[src/rtl/alu_op_sequencer.sv]
// alu_op_sequencer: multicycle control slice for a MIPS-style datapath.
// Each accepted instruction is stepped through FETCH, DECODE and EXEC.
// In each step the block drives the ALU select and the operand-source
// selects. The selected ALU result is captured into alu_out. Completion,
// branch outcome or an illegal instruction is reported one cycle later.
//
// Optional build macro ALU_SEQ_STALL_EN adds a stall input. While stall is
// high, the sequence is frozen and the pulse outputs are suppressed.
//
// Handshake: instr_valid/instr_ready follow strict valid/ready semantics.
// An instruction is accepted on a rising edge where both are high. Only then
// are opcode/funct latched. instr_valid is ignored whenever instr_ready is low.
module alu_op_sequencer #(
   parameter int W = 32
) (
   input  logic         clk,
   input  logic         rst,
`ifdef ALU_SEQ_STALL_EN
   input  logic         stall,
`endif
   input  logic         instr_valid,
   output logic         instr_ready,
   input  logic [5:0]   opcode,
   input  logic [5:0]   funct,
   input  logic [W-1:0] alu_result,
   output logic [2:0]   alu_op,
   output logic         alu_src_a,
   output logic [1:0]   alu_src_b,
   output logic         pc_we,
   output logic [W-1:0] alu_out,
   output logic         done,
   output logic         branch_taken,
   output logic         illegal
);

   localparam logic [2:0] S_IDLE   = 3'd0;
   localparam logic [2:0] S_FETCH  = 3'd1;
   localparam logic [2:0] S_DECODE = 3'd2;
   localparam logic [2:0] S_EXEC   = 3'd3;
   localparam logic [2:0] S_WB     = 3'd4;
   localparam logic [2:0] S_ERR    = 3'd5;

   localparam logic [2:0] OP_AND = 3'd0;
   localparam logic [2:0] OP_OR  = 3'd1;
   localparam logic [2:0] OP_ADD = 3'd2;
   localparam logic [2:0] OP_XOR = 3'd3;
   localparam logic [2:0] OP_NOR = 3'd4;
   localparam logic [2:0] OP_SLT = 3'd5;
   localparam logic [2:0] OP_SUB = 3'd6;
   localparam logic [2:0] OP_SRL = 3'd7;

   localparam logic [5:0] OPC_BEQ = 6'b000100;

   logic [2:0] state;
   logic [2:0] state_nxt;
   logic [5:0] lat_opcode;
   logic [5:0] lat_funct;
   logic       adv;
   logic       dec_legal;
   logic [2:0] dec_op;
   logic       dec_reg_b;

   // adv is low while the sequence is frozen; everything sequential waits on it.
`ifdef ALU_SEQ_STALL_EN
   assign adv = ~stall;
`else
   assign adv = 1'b1;
`endif

   // Decode the latched instruction into an ALU select and an operand-B source.
   // dec_reg_b selects register B (R-type, beq) instead of the sign-extended immediate.
   always_comb begin
      dec_legal = 1'b1;
      dec_op    = OP_ADD;
      dec_reg_b = 1'b0;
      case (lat_opcode)
         6'b000000: begin
            dec_reg_b = 1'b1;
            case (lat_funct)
               6'b100100: dec_op = OP_AND;
               6'b100101: dec_op = OP_OR;
               6'b100000: dec_op = OP_ADD;
               6'b100110: dec_op = OP_XOR;
               6'b100111: dec_op = OP_NOR;
               6'b101010: dec_op = OP_SLT;
               6'b100010: dec_op = OP_SUB;
               6'b000010: dec_op = OP_SRL;
               default:   dec_legal = 1'b0;
            endcase
         end
         6'b001000: dec_op = OP_ADD;
         6'b001100: dec_op = OP_AND;
         6'b001101: dec_op = OP_OR;
         6'b001110: dec_op = OP_XOR;
         6'b001010: dec_op = OP_SLT;
         6'b100011: dec_op = OP_ADD;
         6'b101011: dec_op = OP_ADD;
         OPC_BEQ: begin
            dec_op    = OP_SUB;
            dec_reg_b = 1'b1;
         end
         default: dec_legal = 1'b0;
      endcase
   end

   // Next-state selection for the fixed FETCH/DECODE/EXEC/WB walk.
   always_comb begin
      state_nxt = S_IDLE;
      case (state)
         S_IDLE:   state_nxt = (instr_valid && instr_ready) ? S_FETCH : S_IDLE;
         S_FETCH:  state_nxt = S_DECODE;
         S_DECODE: state_nxt = dec_legal ? S_EXEC : S_ERR;
         S_EXEC:   state_nxt = S_WB;
         S_WB:     state_nxt = S_IDLE;
         S_ERR:    state_nxt = S_IDLE;
         default:  state_nxt = S_IDLE;
      endcase
   end

   // State register. Reset takes priority over any freeze.
   always_ff @(posedge clk or posedge rst) begin
      if (rst) begin
         state <= S_IDLE;
      end else if (adv) begin
         state <= state_nxt;
      end
   end

   // Latch opcode/funct only on an accepted handshake.
   always_ff @(posedge clk or posedge rst) begin
      if (rst) begin
         lat_opcode <= 6'd0;
         lat_funct  <= 6'd0;
      end else if (instr_valid && instr_ready) begin
         lat_opcode <= opcode;
         lat_funct  <= funct;
      end
   end

   // ALUOut captures the ALU result only on the EXEC->WB edge.
   always_ff @(posedge clk or posedge rst) begin
      if (rst) begin
         alu_out <= '0;
      end else if (adv && state == S_EXEC) begin
         alu_out <= alu_result;
      end
   end

   // Moore outputs. The pulse outputs are gated by adv, so a frozen WB/ERR
   // delivers its pulse once the freeze lifts.
   always_comb begin
      instr_ready  = 1'b0;
      alu_op       = OP_ADD;
      alu_src_a    = 1'b0;
      alu_src_b    = 2'b01;
      pc_we        = 1'b0;
      done         = 1'b0;
      branch_taken = 1'b0;
      illegal      = 1'b0;
      case (state)
         S_IDLE:   instr_ready = adv;
         S_FETCH:  pc_we = adv;
         S_DECODE: alu_src_b = 2'b11;
         S_EXEC: begin
            alu_op    = dec_op;
            alu_src_a = 1'b1;
            alu_src_b = dec_reg_b ? 2'b00 : 2'b10;
         end
         S_WB: begin
            done         = adv;
            branch_taken = (lat_opcode == OPC_BEQ) && (alu_out == '0);
         end
         S_ERR:    illegal = adv;
         default:  instr_ready = 1'b0;
      endcase
   end

endmodule

[config.mk]
export PLATFORM = sky130hd
export DESIGN_NAME = alu_op_sequencer
export DESIGN_NICKNAME = d
export VERILOG_FILES = /design/src/rtl/alu_op_sequencer.sv
export SDC_FILE = /design/constraint.sdc
export NUM_CORES = 1
export LEC_CHECK = 0
export CORE_ASPECT_RATIO = 0.6
export CORE_MARGIN = 2
export CORE_UTILIZATION = 43
export DETAILED_ROUTE_END_ITERATION = 12
export GPL_TIMING_DRIVEN = 0
export PLACE_DENSITY = 0.8
export SYNTH_ARGS = -nofsm -noshare
export SYNTH_HDL_FRONTEND = slang
export SYNTH_SLANG_ARGS = --single-unit
[constraint.sdc]
create_clock -name clk -period 2.11 [get_ports clk]
set_input_delay 0.422 -clock clk [delete_from_list [all_inputs] [get_ports clk]]
set_output_delay 0.422 -clock clk [all_outputs]
set_load 0.01 [all_outputs]
; Word-level counts from Yosys, hierarchy flattened
; Index checks and enable logic that the tools add are counted.
[totals]
ff_bits = 47
input_bits = 47
out_inout_bits = 43
wordCells = 50
[classes]
n_eq_ne = 21
mux = 17
reduce_logical = 8
[op_table]
columns = cell, n
row1 = $eq 6x6->1 const B, 9
row2 = $logic_not 32->1, 1
row3 = $eq 6x4->1 const B, 5
row4 = $pmux 3 s7, 1
row5 = $pmux 3 s6, 1
row6 = $reduce_or 8->1, 2
row7 = $pmux 3 s4, 1
row8 = $mux 1, 9
row9 = $eq 3x2->1 const B, 2
row10 = $eq 3x3->1 const B, 2
row11 = $eq 6x2->1 const B, 1
row12 = $eq 6x3->1 const B, 1
row13 = $logic_not 6->1, 1
row14 = $mux 3, 2
row15 = $pmux 2 s2, 1
row16 = $eq 3x1->1 const B, 1
row17 = $logic_not 3->1, 1
row18 = $logic_and 1x1->1, 2
row19 = $mux 2, 1
row20 = $pmux 1 s2, 1
row21 = $reduce_or 2->1, 1

; Logic depth before layout (Yosys ltp)
; Gate-level depths: netlist of run 1.
[depth]
ltp_word = 6
mapped_depth = 7

; Least setup slack after synthesis of run 1
; No wires, ideal clock.
[synth_path]
path_type = register to output
startpoint = register state[1]
endpoint = output branch_taken
arrival_time_ns = 1.413
required_ns = 1.688
setup_slack_ns = 0.275
path_stages_with_launch = 4
n_path_buf = 0
cell_sequence = dfrtp_1 nor3b_1 nand4_1 nor4_1
[synth_between]
elab_chain_cells = 2
[synth_rtl]
columns = element, line_no
row1 = start: declaration, 54  ; logic [2:0] state;
row2 = start signal: assignment, 125  ; state <= state_nxt;
row3 = $eq 3x3->1, 160  ; case (state)
row4 = $mux 1, 160
row5 = end: declaration, 32  ; output logic branch_taken,
; Every way passes these cells.

; Worst setup path in the final report of run 1
[layout_path]
startpoint = register lat_opcode[3]
endpoint = output alu_op[0]
[layout_between]
elab_chain_cells = 3
[layout_rtl]
columns = element, line_no
row1 = start: declaration, 56  ; logic [5:0] lat_opcode;
row2 = start signal: assignment, 135  ; lat_opcode <= opcode;
row3 = "$eq 6x3->1, or another cell as far along", 76  ; case (lat_opcode)
row4 = $pmux 3 s6 *, 76
row5 = $mux 3 *, 160
row6 = end: declaration, 26  ; output logic [2:0] alu_op,
; Every way passes the cells marked *; elsewhere a longest branch is shown, timed or not.

==> flow_metrics.tcl, run 1 <==
set metrics [dict create \
    floorplan.initialDensity_pct 44.2 \
    antenna_left 0 \
    die_w_um 96.8 \
    failed_checks "negative setup slack" \
    drv_slew 0 \
    yosys_warnings 0 \
    worst_slack_ns -0.0200 \
    synth-seq-area-share_pct 52.9 \
    cts.sink_count 47 \
    tritoncts "done" \
    number_of_nets_in_the_layout 402 \
    post_dp_cell_area_um2 3220 \
    worst_ep_required_time_ns 1.69 \
    r2r.worst_path.cells 6 \
    vias_per_cell 5.08 \
    cts_root_buf "sky130_fd_sc_hd__clkbuf_8" \
    status "complete, but fails checks" \
    grt_max_degree 41 \
    drt_first_iter_violations 174 \
    critical_path_s_slowest_cell "sky130_fd_sc_hd__dfrtp_2" \
    antenna_found_initial 0 \
    setup_tns_final_ns -0.0245 \
    place_hpwl_mm 4.45 \
    buffer_ports.inserted 89 \
    htreeDepth 2 \
    netlist_instances 240 \
    syn_nets 287 \
    timing.hold.ws_ns 0.346 \
    post_cts_hold_buffer_count 0 \
    total_power_mw 5.27 \
    num_antenna_cells 0 \
    design.core.area_um2 5030 \
    post_detailed_routing_wire_length_mm 6.65 \
    critical-path-top-delay-family "simple AND/OR/NAND/NOR gates" \
    global_route.usage.total_pct 22.4 \
    synthToLayoutAreaGrowth_pct 64.0 \
    clock_insertion_delay_worst_skew_ns 0.29 \
    xor_xnor_share_of_the_synthesized_area_pct 0 \
    reg2reg_slack_ns 0.47 \
    max_slew.worst_pin.slew_ns 0.389 \
    filler_cell_count 370 \
    synthesis.area_um2 2220 \
    pwr_density_cell_nw_per_um2 1450 \
    synth_top_family_by_area "simple AND/OR/NAND/NOR gates" \
    timing.critical_path.slowest_cell_delay_ns 0.47 \
    worst_flop_to_flop_path_endpoint "lat_funct[1]" \
    synth-compound-area-share_pct 5.80 \
    num_vias 2143 \
    synth_top_cells_by_count "sky130_fd_sc_hd__nand2_1, sky130_fd_sc_hd__dfrtp_1, sky130_fd_sc_hd__nor4_1" \
    synth_mux_area_share_pct 5.85 \
    netlist_top_cells_area "sky130_fd_sc_hd__dfrtp_1, sky130_fd_sc_hd__nand2_1, sky130_fd_sc_hd__mux2_2" \
    fin_area_um2 3650 \
    reg2reg_from "state[0]" \
    yosys_register_bits 47 \
    timing.slew.headroom_pct 74.0 \
    grt_setup_unrepaired "yes" \
    layout-drive-gt1-share_pct 25.3 \
    number_of_global_route_vias_before_repair 1970 \
    synthFlopType "sky130_fd_sc_hd__dfrtp_1" \
    drt_pass1_iterations 4 \
    drc 0 \
    worst_setup_end_kind "output pin" \
    max-cap-violations 0 \
    synth_simple_gate_area_share_pct 29.7 \
    post-route-min-period_ns 2.13 \
    rows 20 \
    fin_crit_sh_pct 101 \
    critPathMaxFanout 8 \
    num_io_pins 90 \
    floorplan.die_area_um2 5780 \
    synth_top_area_share_pct 52.9 \
    cp_data_arrival_time_ns 1.71 \
    worst_setup_path_start_kind "register" \
    vdd_drop_max_mv 0.675 \
    wire_per_inst_um 15.8 \
    synth_fa_ha_area_share_pct 0.450 \
    async_reset_ff_share_pct 100 \
    grt_first_pass_wirelength_mm 9.92 \
    synth-edff-count 0 \
    timing.critical_path.buf_inv 1 \
    static-leakage-power_nw 1.68 \
    avgSynthCellArea_um2 9.26 \
    clock_tree.buffer_depth 2 \
    yosys.cell_count.top_type "sky130_fd_sc_hd__nand2_1" \
    finalHoldViolations 0 \
    finalSetupViolations 2 \
    hold_path_class "in2async" \
    cell_chain_critical_path "nor4_4, and2_4, o221ai_2, a21boi_2, buf_2" \
    global_route.overflow_total 0 \
    achievable-frequency_ghz 0.469 \
    criticalPathCategory "reg2out" \
    cts_made_buffers 5 \
    yosysUniqueCellTypes 38 \
    clk_pin_slew_ns 0.08 \
    yosysTopAreaCell "sky130_fd_sc_hd__dfrtp_1" \
    clock-skew-final_ns 0.00432 \
    postLayoutCoreUtil_pct 72.5 \
    die-height_um 59.7 \
    place_congestion 0.878 \
]
-- sequential cells by signal (all words and copies together), names as in the netlist --
register,cells
alu_out,32
lat_funct,6
lat_opcode,6
state,3
-- cells by family (layout without fill, tap and decap cells) --
family	after synthesis	count (layout)
buffers and inverters	16	132
flip-flops	47	47
AO/OA/AOI/OAI	19	19
adder cells (fa/ha/maj)	1	1
AND/OR/NAND/NOR	146	146
multiplexers	11	11
-- per-stage QoR --
stage          setup WS (ns)  std cells
2_1_floorplan          0.275        240
3_3_place_gp          -0.343        395
3_5_place_dp          -0.193        396
4_1_cts               0.0158        412
5_1_grt               -0.103        422
6_report             -0.0200        422
-- cell usage in the layout, fill, tap and decap left out, types with 6 or more instances in the layout --
master / n
sky130_fd_sc_hd__nand2_1: 103
sky130_fd_sc_hd__o21ai_0: 6
sky130_fd_sc_hd__buf_4: 17
sky130_fd_sc_hd__dfrtp_2: 11
sky130_fd_sc_hd__dfrtp_1: 36
sky130_fd_sc_hd__clkbuf_8: 7
sky130_fd_sc_hd__clkdlybuf4s50_1: 80
sky130_fd_sc_hd__mux2_2: 8
sky130_fd_sc_hd__buf_2: 7
-- area by class of cell --
class	count	area [µm²]	share of cell area, %
inverter	7	33.8	0.926
timing repair buffer	108	1030	28.3
clock buffer	8	100	2.74
sequential	47	1190	32.6
tap	66	82.6	2.26
buffer	9	96.3	2.64
multi-input combinational	177	1110	30.5
-- how the worst max path moves through the flow --
stage                   end     startpoint  slack, ns  cells after the start
6_report          alu_op[0]  lat_opcode[3]      -0.02                      5
2_1_floorplan  branch_taken       state[1]       0.28                      3
5_1_grt           alu_op[0]  lat_opcode[3]      -0.10                      5
3_3_place_gp    alu_out[18]            rst      -0.34                      2
3_5_place_dp      alu_op[0]  lat_opcode[1]      -0.19                      5
4_1_cts               pc_we       state[2]       0.02                      3
-- worst reg2reg max path, stage by stage (launching register included) --
cell and delay [ns]:
sky130_fd_sc_hd__dfrtp_2 0.45, sky130_fd_sc_hd__buf_4 0.15, sky130_fd_sc_hd__nor3_2 0.17, sky130_fd_sc_hd__and2_4 0.19, sky130_fd_sc_hd__buf_6 0.13, sky130_fd_sc_hd__buf_8 0.14
sky130_fd_sc_hd__mux2_4 0.30
-- power breakdown --
group	switching, mW	internal [mW]	total (mW)
Sequential	0.588	1.37	1.96
Combinational	1.20	1.52	2.72
Clock	0.288	0.299	0.587
Total	2.07	3.20	5.27
-- layer usage --
metal | part of all wire (%) | GRT usage [%] | vias to the layer above
met2 | 45 | 34.2 | 99
met3 | 7.3 | 5.38 | 4
li1 | - | - | 1032
met1 | 48 | 33.2 | 1008
met4 | 0.48 | 4.43 | 0
met5 | 0 | 0 | -
-- timing repair --
item                       in CTS  in global routing
setup buffers                   8                  9
gates resized for setup        49                 20
pin swaps                       2                  6
gates cloned                    0                  1
setup endpoints to repair      10                  8
No activity file was read; power rests on OpenSTA's default activity.
==> run 2, diff against run 1 <==
--- a/config.mk
+++ b/config.mk
@@ -8,6 +8,7 @@
 export CORE_ASPECT_RATIO = 0.6
 export CORE_MARGIN = 2
 export CORE_UTILIZATION = 43
+export CTS_CLUSTER_DIAMETER = 80
 export DETAILED_ROUTE_END_ITERATION = 12
 export GPL_TIMING_DRIVEN = 0
 export PLACE_DENSITY = 0.8
==> results of run 2 <==
The final DEF is identical to that of run 1; final timing and power are the same.
==> run 3, diff against run 2 <==
--- a/config.mk
+++ b/config.mk
@@ -7,11 +7,11 @@
 export LEC_CHECK = 0
 export CORE_ASPECT_RATIO = 0.6
 export CORE_MARGIN = 2
-export CORE_UTILIZATION = 43
+export CORE_UTILIZATION = 45
 export CTS_CLUSTER_DIAMETER = 80
 export DETAILED_ROUTE_END_ITERATION = 12
+export DONT_BUFFER_PORTS = 1
 export GPL_TIMING_DRIVEN = 0
-export PLACE_DENSITY = 0.8
 export SYNTH_ARGS = -nofsm -noshare
 export SYNTH_HDL_FRONTEND = slang
 export SYNTH_SLANG_ARGS = --single-unit
==> flow_metrics.tcl, run 3 (synthesis gave the netlist of run 1 again) <==
set metrics [dict create \
    clock-skew-final_ns 0.00653 \
    drt_pass1_iterations 4 \
    drt_first_iter_violations 73 \
    rows 19 \
    critPathMaxFanout 9 \
    pwr_density_cell_nw_per_um2 1590 \
    finalHoldViolations 0 \
    cts_root_buf "sky130_fd_sc_hd__clkbuf_8" \
    flip_flop_count_of_the_largest_register_all_copies_and_words_added 32 \
    power_report.internal_total_mw 2.31 \
    max_slew.worst_pin.slew_ns 0.503 \
    die-height_um 58.4 \
    grt_max_degree 34 \
    p_sw_mw 1.85 \
    finalSetupViolations 0 \
    place_hpwl_mm 4.05 \
    fin_crit_sh_pct 97.2 \
    cp_data_arrival_time_ns 1.63 \
    number_of_nets_in_the_layout 302 \
    seq_power_share_pct 52.2 \
    num_antenna_cells 0 \
    place_congestion 0.875 \
    worst_setup_path_startpoint "state[2]" \
    comb_power_share_pct 35.1 \
    sw_frac_of_total_pct 44.4 \
    grt_first_pass_wirelength_mm 8.28 \
    static-leakage-power_nw 1.21 \
    most-common-layout-cells "sky130_fd_sc_hd__nand2_1, sky130_fd_sc_hd__dfrtp_1, sky130_fd_sc_hd__mux2_2" \
    worst_ep_required_time_ns 1.69 \
    r2r.worst_path.cells 7 \
    num_vias 1718 \
    drc 0 \
    timing.slew.headroom_pct 66.2 \
    clk_pin_slew_ns 0.09 \
    reg_top3 "alu_out (32), lat_funct (6), lat_opcode (6)" \
    layout-drive-gt1-share_pct 23.8 \
    tritoncts "done" \
    buffer_ports.inserted 0 \
    design.core.area_um2 4660 \
    status "finished, final reports clean" \
    synthToLayoutAreaGrowth_pct 18.0 \
    global_route.usage.total_pct 19.9 \
    floorplan.die_area_um2 5540 \
    grt_setup_unrepaired "yes" \
    clock_insertion_delay_worst_skew_ns 0.30 \
    power_frac_clock_pct 12.8 \
    cts.sink_count 47 \
    post-route-min-period_ns 2.05 \
    setup_tns_final_ns 0 \
    htreeDepth 2 \
    cts_made_buffers 5 \
    reg2reg_from "state[2]" \
    worst_setup_end_kind "output pin" \
    clock_tree.buffer_depth 2 \
    global_route.overflow_total 0 \
    num_io_pins 90 \
    drv_slew 0 \
    max-cap-violations 0 \
    mostFrequentLayoutCell "sky130_fd_sc_hd__nand2_1" \
    reg2reg_slack_ns 0.29 \
    largest_register "alu_out" \
    die_w_um 94.7 \
    vias_per_cell 5.39 \
    post_detailed_routing_wire_length_mm 5.40 \
    antenna_left 0 \
    vdd_drop_max_mv 0.758 \
    worst_flop_to_flop_path_endpoint "lat_funct[1]" \
    critical_path.endpoint "alu_op[0]" \
    achievable-frequency_ghz 0.488 \
    total_power_mw 4.16 \
    criticalPathCategory "reg2out" \
    hold_path_class "in2reg" \
    antenna_found_initial 0 \
    worst_setup_path_start_kind "register" \
    holdPathStages 2 \
    number_of_global_route_vias_before_repair 1512 \
    floorplan.initialDensity_pct 47.7 \
    wire_per_inst_um 16.9 \
]
-- run 3: cell types whose count changed in the layout (fill, tap and decap cells not counted), sizes merged --
cell / delta
clkdlybuf4s50: -80
buf: -16
dlymetal6s2s: -3
clkbuf: -2
clkdlybuf4s15: -2
clkinv: +2
clkinvlp: +1
dlygate4sd3: +1
inv: -1
-- run 3: layout make-up --
class / instances / area, µm²
Fill cell: 433 / 2040
Multi-Input combinational cell: 177 / 1080
Clock inverter: 2 / 12.5
Buffer: 9 / 86.3
Sequential cell: 47 / 1180
Inverter: 7 / 31.3
Clock buffer: 6 / 72.6
Tap cell: 63 / 78.8
Timing Repair Buffer: 8 / 75.1
-- run 3: through the flow --
step                setup slack (ns)  instances  area (µm²)  hold WS [ns]  util (%)
global placement             -0.0636        303        2300         0.531      49.4
CTS                          -0.0377        314        2480         0.219      53.3
global route                 -0.0180        319        2620         0.210      56.3
finish                        0.0595        319        2620         0.224      56.3
floorplan                      0.275        240        2220         0.502         -
detailed placement           -0.0305        304        2320         0.294      49.8
-- run 3: metal layers --
layer	GRT usage [%]	routed length (µm)	share of wire, %
met5	0	0	0
met3	7.94	548	10
met4	3.11	29	0.54
met2	25.0	2230	41
met1	32.0	2600	48
-- run 3: power groups by stage --
stage               clock (mW)  sequential, mW  combinational [mW]
floorplan                    0            1.87                1.05
global placement             0            2.04                1.23
detailed placement           0            2.05                1.26
CTS                      0.548            2.05                1.32
global route             0.600            2.25                1.65
finish                   0.531            2.17                1.46
-- run 3: how the worst min path moves through the flow --
stage | startpoint | endpoint
2_1_floorplan | state[2] | state[0]
3_3_place_gp | alu_result[14] | alu_out[14]
3_5_place_dp | rst | lat_opcode[1]
4_1_cts | alu_result[11] | alu_out[11]
5_1_grt | alu_result[15] | alu_out[15]
6_report | alu_result[18] | alu_out[18]
-- run 3: critical path, stage by stage, from the launching register on --
cell	delay, ns
sky130_fd_sc_hd__dfrtp_1	0.41
sky130_fd_sc_hd__nand2b_1	0.19
sky130_fd_sc_hd__or2_1	0.24
sky130_fd_sc_hd__buf_6	0.15
sky130_fd_sc_hd__nor3_4	0.13
sky130_fd_sc_hd__a21boi_4	0.22
-- run 3: timing repair --
item                                    4_1_cts  5_1_grt
resized for setup                             9       20
endpoints found under the setup margin        3        4
buffers inserted                              1        5
gates cloned                                  0        0
hold buffers                                  1        0
pin swaps                                     0        3
hold endpoints to repair                     14        0
